## config.mk

```make
export PLATFORM = sky130hd
export DESIGN_NAME = im_expansion
export DESIGN_NICKNAME = d
export VERILOG_FILES = /design/src/rtl/im_expansion.sv
export SDC_FILE = /design/constraint.sdc
export NUM_CORES = 1
export LEC_CHECK = 0
export ABC_CLOCK_PERIOD_IN_PS = 2300
export CAP_MARGIN = 30
export CORE_ASPECT_RATIO = 1.75
export CORE_MARGIN = 4
export CORE_UTILIZATION = 49
export CTS_CLUSTER_SIZE = 40
export DETAILED_ROUTE_END_ITERATION = 6
export PLACE_DENSITY = 0.81
export SLEW_MARGIN = 0
export SYNTH_ARGS = -nofsm -noshare
export SYNTH_HDL_FRONTEND = slang
export SYNTH_SLANG_ARGS = --single-unit
```

## constraint.sdc

```tcl
create_clock -name iclk -period 2.3 [get_ports iclk]
set_clock_uncertainty 0.05 [all_clocks]
set_input_delay 0.345 -clock iclk [delete_from_list [all_inputs] [get_ports iclk]]
set_output_delay 0.345 -clock iclk [all_outputs]
set_load 0.005 [all_outputs]
```

## src/rtl/im_expansion.sv

```systemverilog
// im_expansion: nearest-neighbour upscaler, replicates each source pixel into a 2^pSCALE_LOG2 square block
module im_expansion #(
    parameter int pIN_IM_WIDTH  = 160,
    parameter int pIN_IM_HEIGHT = 120,
    parameter int pSCALE_LOG2   = 2,
    parameter int pDATA_W       = 24,
    localparam int lpOUT_IM_WIDTH     = pIN_IM_WIDTH << pSCALE_LOG2,
    localparam int lpOUT_IM_HEIGHT    = pIN_IM_HEIGHT << pSCALE_LOG2,
    localparam int lpC2_IN_BYTES_NUM  = $clog2(pIN_IM_WIDTH * pIN_IM_HEIGHT),
    localparam int lpC2_OUT_BYTES_NUM = $clog2(lpOUT_IM_WIDTH * lpOUT_IM_HEIGHT)
) (
    input  logic                          iclk,
    input  logic                          irst,
    input  logic [pDATA_W-1:0]            idata_rd,
    output logic [lpC2_IN_BYTES_NUM-1:0]  oaddr_rd,
    output logic                          omem_rd_en,
    output logic [pDATA_W-1:0]            odata_wr,
    output logic [lpC2_OUT_BYTES_NUM-1:0] oaddr_wr,
    output logic                          omem_wr_en,
    input  logic                          iwr_ready,
    input  logic [lpC2_IN_BYTES_NUM-1:0]  isrc_start_ptr,
    input  logic [lpC2_OUT_BYTES_NUM-1:0] idst_start_ptr,
    input  logic                          istart_work,
    output logic                          omodule_work_f,
    output logic                          omodule_done_f
);
    localparam int lpSX_W = (pIN_IM_WIDTH > 1) ? $clog2(pIN_IM_WIDTH) : 1;
    localparam int lpSY_W = (pIN_IM_HEIGHT > 1) ? $clog2(pIN_IM_HEIGHT) : 1;

    typedef enum logic [2:0] {IDLE, RD, LAT, WR, DONE} state_t;

    state_t                        state_q, state_d;
    logic [lpSX_W-1:0]             src_x_q, src_x_d;
    logic [lpSY_W-1:0]             src_y_q, src_y_d;
    logic [pSCALE_LOG2-1:0]        sub_x_q, sub_x_d;
    logic [pSCALE_LOG2-1:0]        sub_y_q, sub_y_d;
    logic [lpC2_IN_BYTES_NUM-1:0]  src_row_base_q, src_row_base_d;
    logic [lpC2_OUT_BYTES_NUM-1:0] dst_ptr_q, dst_ptr_d;
    logic [pDATA_W-1:0]            pixel_q, pixel_d;

    assign oaddr_rd = src_row_base_q + lpC2_IN_BYTES_NUM'(src_x_q);
    assign oaddr_wr = dst_ptr_q;
    assign odata_wr = pixel_q;

    // next-state, counter advance and strobe decode; a source row is re-read once per output sub-row
    always_comb begin
        state_d        = state_q;
        src_x_d        = src_x_q;
        src_y_d        = src_y_q;
        sub_x_d        = sub_x_q;
        sub_y_d        = sub_y_q;
        src_row_base_d = src_row_base_q;
        dst_ptr_d      = dst_ptr_q;
        pixel_d        = pixel_q;
        omem_rd_en     = 1'b0;
        omem_wr_en     = 1'b0;
        omodule_work_f = 1'b0;
        omodule_done_f = 1'b0;
        case (state_q)
            IDLE: begin
                if (istart_work) begin
                    src_row_base_d = isrc_start_ptr;
                    dst_ptr_d      = idst_start_ptr;
                    src_x_d        = '0;
                    src_y_d        = '0;
                    sub_x_d        = '0;
                    sub_y_d        = '0;
                    state_d        = RD;
                end
            end
            RD: begin
                omem_rd_en     = 1'b1;
                omodule_work_f = 1'b1;
                state_d        = LAT;
            end
            LAT: begin
                omodule_work_f = 1'b1;
                pixel_d        = idata_rd;
                state_d        = WR;
            end
            WR: begin
                omodule_work_f = 1'b1;
                omem_wr_en     = 1'b1;
                if (iwr_ready) begin
                    dst_ptr_d = dst_ptr_q + 1'b1;
                    sub_x_d   = sub_x_q + 1'b1;
                    if (&sub_x_q) begin
                        state_d = RD;
                        if (src_x_q != lpSX_W'(pIN_IM_WIDTH - 1)) begin
                            src_x_d = src_x_q + 1'b1;
                        end else begin
                            src_x_d = '0;
                            sub_y_d = sub_y_q + 1'b1;
                            if (&sub_y_q) begin
                                src_y_d        = src_y_q + 1'b1;
                                src_row_base_d = src_row_base_q + lpC2_IN_BYTES_NUM'(pIN_IM_WIDTH);
                                state_d        = (src_y_q == lpSY_W'(pIN_IM_HEIGHT - 1)) ? DONE : RD;
                            end
                        end
                    end
                end
            end
            DONE: begin
                omodule_done_f = 1'b1;
                state_d        = IDLE;
            end
            default: state_d = IDLE;
        endcase
    end

    // state and counter registers; reset abandons any frame in flight
    always_ff @(posedge iclk) begin
        if (irst) begin
            state_q        <= IDLE;
            src_x_q        <= '0;
            src_y_q        <= '0;
            sub_x_q        <= '0;
            sub_y_q        <= '0;
            src_row_base_q <= '0;
            dst_ptr_q      <= '0;
            pixel_q        <= '0;
        end else begin
            state_q        <= state_d;
            src_x_q        <= src_x_d;
            src_y_q        <= src_y_d;
            sub_x_q        <= sub_x_d;
            sub_y_q        <= sub_y_d;
            src_row_base_q <= src_row_base_d;
            dst_ptr_q      <= dst_ptr_d;
            pixel_q        <= pixel_d;
        end
    end
endmodule
```

==> results of run 1 <==
## cell type report
type,instances,share of cell area
tap,117,0.0221
clock buffer,11,0.0367
clock inverter,5,0.0121
sequential,80,0.245
inverter,6,0.00341
multi-input combinational,433,0.422
timing repair buffer,191,0.259
## worst register-to-register path: stages (launching register included)
cell      delay [ns]
dfxtp_1         0.36
ha_1            0.27
nand4_4         0.16
a21o_1          0.36
buf_4           0.23
o311ai_0        0.42
o31ai_1         0.14
## final timing paths
check | end | cells past startpoint
max | oaddr_rd[14] | 8
min | oaddr_wr[9] | 3
max reg2reg | src_y_q[5] | 6
min reg2reg | odata_wr[2] | 2
## per-stage QoR
stage,power (mW),worst slack (ns)
final,3.88,-0.230
after global routing,4.02,-0.319
after CTS,3.88,-0.212
after detailed placement,2.34,-0.410
after global placement,2.31,-0.344
after floorplan,1.90,0.245
## synth_stat cells, types with 6 or more instances
master,instances
a211oi_1,11
a21o_1,7
a21oi_1,70
and2_1,9
and4_1,10
buf_2,15
clkbuf_1,23
dfxtp_1,80
ha_1,14
nand2_1,95
nand3_1,16
nand4_1,14
nor2_1,23
nor3_1,15
o21ai_0,28
o311ai_0,6
o31ai_1,9
or3_1,6
xnor2_1,14
## layer usage
layer  vias up  global-route usage
met5         -                   0
met4         0               0.140
met3        60              0.0437
met2       217               0.494
met1      2364               0.276
li1       2400                   -
## timing repair
action,in CTS,in global routing
setup endpoints to repair,13,13
gates resized for setup,72,12
buffers inserted,7,1
pin swaps,20,16
## registers in the layout, indices dropped and copies added, names as in the netlist
register / flops
odata_wr: 24
oaddr_wr: 19
src_row_base_q: 15
src_x_q: 8
src_y_q: 7
state_q: 3
sub_x_q: 2
sub_y_q: 2
## kinds of logic (layout without fill, tap and decap cells)
logic type | Yosys count | count (layout) | share of synthesized area
buffers and inverters | 48 | 213 | 0.0464
AND/OR/NAND/NOR | 229 | 229 | 0.273
XOR/XNOR | 16 | 16 | 0.0315
AO/OA/AOI/OAI | 172 | 172 | 0.243
flip-flops | 80 | 80 | 0.360
multiplexers | 1 | 1 | 0.00225
adder cells (fa/ha/maj) | 15 | 15 | 0.0439
## report_power, final
| part | switching (mW) | internal [mW] |
|---|---|---|
| combinational | 0.350 | 0.423 |
| sequential | 0.0798 | 1.47 |
| clock | 0.579 | 0.979 |
| total | 1.01 | 2.87 |
==> reports/results.ini, run 1 <==
[routing]
route.met3.wl_um = 650
drtAntennaViolNets = 0
drc = 0
wl_per_cell_um = 16.9
drt-initial-drc-count = 330
vias_per_cell = 5.98
highest_layer = met4
wl_met2_mm = 7.92
num_vias = 5041
drt_pre_antenna_iters = 5
m1WireLength_mm = 5.07
wl_mm = 14.2

[floorplanning]
rows = 45
fp.dieArea_sq_um = 10700
core_area_sq_um = 8780
start_util = 0.507
ios = 124
die_w_um = 80.0
die_h_um = 134

[critical_path]
crit_required_ns = 1.90
crit_buf_inv = 2
path_cells = ha_4 -> fa_2 -> a21oi_2 -> o211ai_1 -> buf_4 -> nand4_1 -> xnor2_1 -> buf_2
startpoint_type = flip-flop
rrSetupSlack_ns = 0.19
r2r-start = sub_x_q[0]
cp_slowest_cell = fa_2
cp_top_family = adder cells
worstSetupPathType = reg2out
crit_fanout = 3
cpPeakStageDelay_ns = 0.37
cp.arrival_ns = 2.14
startpoint = src_row_base_q[0]
cp-end-kind = primary output

[global_route]
antenna_found_initial = 0
grt_use_total = 0.266
grt_max_degree = 39
grt_pass1_wl_mm = 23.1
grt_pass1_vias = 5049
grt_overflow = 0

[synth]
synth.ff_latch_count = 80
ys_types = 69
yosys_warnings = 0
ys_seq_area_frac = 0.360
async_flop_share = 0
ys.flop_type = dfxtp_1
synth_top_area_cell = dfxtp_1
synthesis.area_sq_um = 4450
syn_inst = 561
netlist.area_leader.share = 0.360
synthTopCellsByArea = dfxtp_1 (36%), nand2_1 (8.0%), a21oi_1 (7.9%)
synth_edf_count = 0
synth_area_per_cell_sq_um = 7.93
syn_nets = 638

[sta]
rsz0062_at_grt = yes
finalHoldViolCount = 0
fin_crit_sh = 1.10
finalWorstSetupSlack_ns = -0.230
fmax_mhz = 395
slew_headroom = 0.657
drv_slew = 0
hold_ws_ns = 0.366
setup_violations = 8
setup_tns_ns = -1.05
tightest_slew_ns = 0.507
fin_crit_ns = 2.53

[final_layout]
layout_common_cells = clkdlybuf4s50_1 (109), nand2_1 (95), dfxtp_1 (71), buf_4 (66), a21oi_1 (64)
stdcell_area_sq_um = 6610
utilization = 0.753
final_cells = 843
drive_gt1_frac = 0.186
multi_input_area_sq_um = 2790
layout_commonest_cell = clkdlybuf4s50_1
layout.nets = 798
antennaDiodeCount = 0
seq_area_sq_um = 1620
area_growth_pct = 48.6
final.fill_count = 644

[run_status]
violations = negative setup slack
status = complete, but fails checks

[placed_design]
dp_hpwl_mm = 10.2
place_area_sq_um = 6130
portBuffers = 123
globalplace.congestion = 0.860
post-place-cells = 820

[clock_network]
cts_max_level = 3
root_buffer = clkbuf_16
cts_hold_buf = 0
clock_latency_ns = 0.34
clockBufferDepth = 2
cts_sinks = 80
cts_buffers = 9
clk_pin_slew_ns = 0.06
cts_tree = built

[power]
peakVddDrop_mv = 0.482
p_leak_nw = 2.50
cellPowerDensity_nw_per_um2 = 586

[flow_run]
cap_violations = 0

[worst_hold_path]
min_from = irst
min_path_type = in2reg

(Power assumes the default switching activity.)
==> inputs of run 2 (changes only) <==
Settings changed: ABC_CLOCK_PERIOD_IN_PS 2300 to 2500.
Clock period 2.3 ns to 2.5 ns, I/O delays scaled along.
==> run 2 against run 1 <==
Effect of this change:
- the run still ends with negative setup slack left
- combinational power is 12% lower
- setup slack improved by 0.17 ns
- power decreased by 12%
- first-iteration DRC count decreased by 3.0%
- final cell count fell by 2.5%
- routed wire length down 0.55%
- clock-buffer cell count unchanged
- register-to-register slack better by 0.23 ns
- critical endpoint unchanged
- critical path depth unchanged
- largest power group is now registers
- highest routed layer unchanged
- core utilization shrank 2.5 points
==> reports/results.ini, run 2 (synthesis results as in run 1) <==
[run_status]
status = complete, but fails checks
violations = negative setup slack

[sta]
setup_tns_ns = -0.0772  ; +0.974 ns
slew_headroom = 0.663  ; +0.00552
rsz0062_at_grt = yes
tightest_slew_ns = 0.493  ; -0.0141 ns
fin_crit_ns = 2.56
fin_crit_sh = 1.02
finalHoldViolCount = 0  ; unchanged
fmax_mhz = 391
drv_slew = 0  ; unchanged
setup_violations = 3  ; -5
finalWorstSetupSlack_ns = -0.0556  ; +0.175 ns

[power]
p_seq_frac = 0.417  ; +0.018
p_total_mw = 3.43  ; -12%
peakVddDrop_mv = 0.437  ; -9.5%
p_comb_frac = 0.198  ; about the same
pwr-share-clk = 0.385  ; -0.017
p_sw_frac = 0.266  ; +0.00565
cellPowerDensity_nw_per_um2 = 536  ; -8.6%
power_switching_mw = 0.910  ; -9.8%
p_leak_nw = 2.38  ; -4.8%
p_int_mw = 2.51  ; -12%

[critical_path]
cp_top_family = adder cells
startpoint_type = flip-flop
cp.arrival_ns = 2.13  ; about the same
cpPeakStageDelay_ns = 0.36  ; about the same
cp_slowest_cell = fa_2
path_cells = ha_4 -> fa_2 -> a21oi_2 -> o211ai_1 -> buf_4 -> nand4_1 -> xnor2_1 -> buf_2
worstSetupPathType = reg2out
crit_fanout = 3  ; unchanged
cp-end-kind = primary output
crit_buf_inv = 2  ; unchanged
crit_required_ns = 2.08  ; +0.18 ns

[placed_design]
portBuffers = 123  ; unchanged
dp_hpwl_mm = 10.2  ; +0.25%
globalplace.congestion = 0.875  ; +1.7%
dp_slack_ns = -0.210  ; +0.199 ns
place_area_sq_um = 5990  ; -2.2%
post-place-cells = 804  ; -2.0%

[clock_network]
clock_latency_ns = 0.34  ; about the same
clk_pin_slew_ns = 0.06  ; about the same
cts_tree = built
clockBufferDepth = 2  ; unchanged
root_buffer = clkbuf_16
cts_max_level = 3  ; unchanged
cts_buffers = 9  ; unchanged
cts_sinks = 80  ; unchanged

[floorplanning]
fp.dieArea_sq_um = 10700  ; unchanged
rows = 45  ; unchanged
core_area_sq_um = 8780  ; unchanged
start_util = 0.507  ; unchanged
die_w_um = 80.0  ; unchanged
die_h_um = 134  ; unchanged
ios = 124  ; unchanged

[global_route]
grt_max_degree = 42  ; +7.7%
grt_pass1_wl_mm = 22.7  ; -1.8%
grt_overflow = 0  ; unchanged
grt_pass1_vias = 4876  ; -3.4%
grt_use_total = 0.265  ; -0.000658
antenna_found_initial = 0  ; unchanged

[flow_run]
cap_violations = 0  ; unchanged

[final_layout]
area_growth_pct = 43.6
largest_reg_flops = 24  ; unchanged
layout_commonest_cell = clkdlybuf4s50_1
antennaDiodeCount = 0  ; unchanged
final_cells = 822  ; -2.5%
layout_common_cells = clkdlybuf4s50_1 (111), nand2_1 (95), dfxtp_1 (75), a21oi_1 (67), buf_4 (46)
drive_gt1_frac = 0.149  ; -0.0370
layout.nets = 777  ; -2.6%
stdcell_area_sq_um = 6390  ; -3.3%

[routing]
drtAntennaViolNets = 0  ; unchanged
drt-initial-drc-count = 320  ; -3.0%
wl_per_cell_um = 17.2  ; +2.0%
wl_mm = 14.1  ; -0.55%
num_vias = 4907  ; -2.7%
drt_pre_antenna_iters = 5  ; unchanged
drc = 0  ; unchanged
vias_per_cell = 5.97  ; -0.17%

[worst_hold_path]
min_path_type = reg2reg

[run 2: timing repair]
item	in CTS	in global routing
setup buffers	2	1
hold buffers	0	0
endpoints found under the hold margin	0	0
gates resized for setup	53	15
setup endpoints to repair	12	9
pin swaps	19	13
[run 2: final timing paths]
path | cells past startpoint | slack (ns) | startpoint | end
max | 8 | -0.06 | src_row_base_q[0] | oaddr_rd[14]
min | 2 | 0.40 | odata_wr[10] | odata_wr[10]
max reg2reg | 6 | 0.42 | sub_x_q[0] | src_x_q[2]
min reg2reg | 2 | 0.40 | odata_wr[10] | odata_wr[10]
[run 2: area by class of cell]
cell class                      count  area, sq um
Multi-Input combinational cell    433         2770
Fill cell                         690         2390
Clock buffer                       11          243
Tap cell                          117          146
Timing Repair Buffer              170         1540
Inverter                            6         22.5
Clock inverter                      5         56.3
Sequential cell                    80         1610
[run 2: worst reg2reg max path, stage by stage, from the launching register on]
cell	delay, ns
dfxtp_1	0.36
ha_1	0.30
nand4_4	0.17
a21o_1	0.40
buf_4	0.24
or3_1	0.34
a21oi_1	0.16
[run 2: power by group through the flow]
stage | combinational, mW | sequential [mW] | clock [mW]
finish | 0.678 | 1.43 | 1.32
global route | 0.735 | 1.44 | 1.40
CTS | 0.673 | 1.42 | 1.34
detailed placement | 0.676 | 1.45 | 0
global placement | 0.656 | 1.45 | 0
floorplan | 0.308 | 1.44 | 0
[run 2: per-stage QoR]
stage | hold slack (ns) | utilization
final | 0.404 | 0.728
after detailed placement | 0.399 | 0.682
after global placement | 0.391 | 0.682
after CTS | 0.405 | 0.726
after global routing | 0.420 | 0.728
after floorplan | 0.390 | -
[run 2: layer usage]
| metal | vias to the layer above | track usage | part of all wire |
|---|---|---|---|
| met5 | - | 0 | 0 |
| li1 | 2355 | - | - |
| met4 | 0 | 0.140 | 0.040 |
| met3 | 47 | 0.0450 | 0.046 |
| met1 | 2337 | 0.266 | 0.35 |
| met2 | 168 | 0.502 | 0.56 |
==> inputs of run 3 (changes only) <==
Settings changed: ABC_CLOCK_PERIOD_IN_PS 2500 to not set.
==> results of run 3 <==
Same layout as run 2: the final DEF is identical, and so are final timing and power.
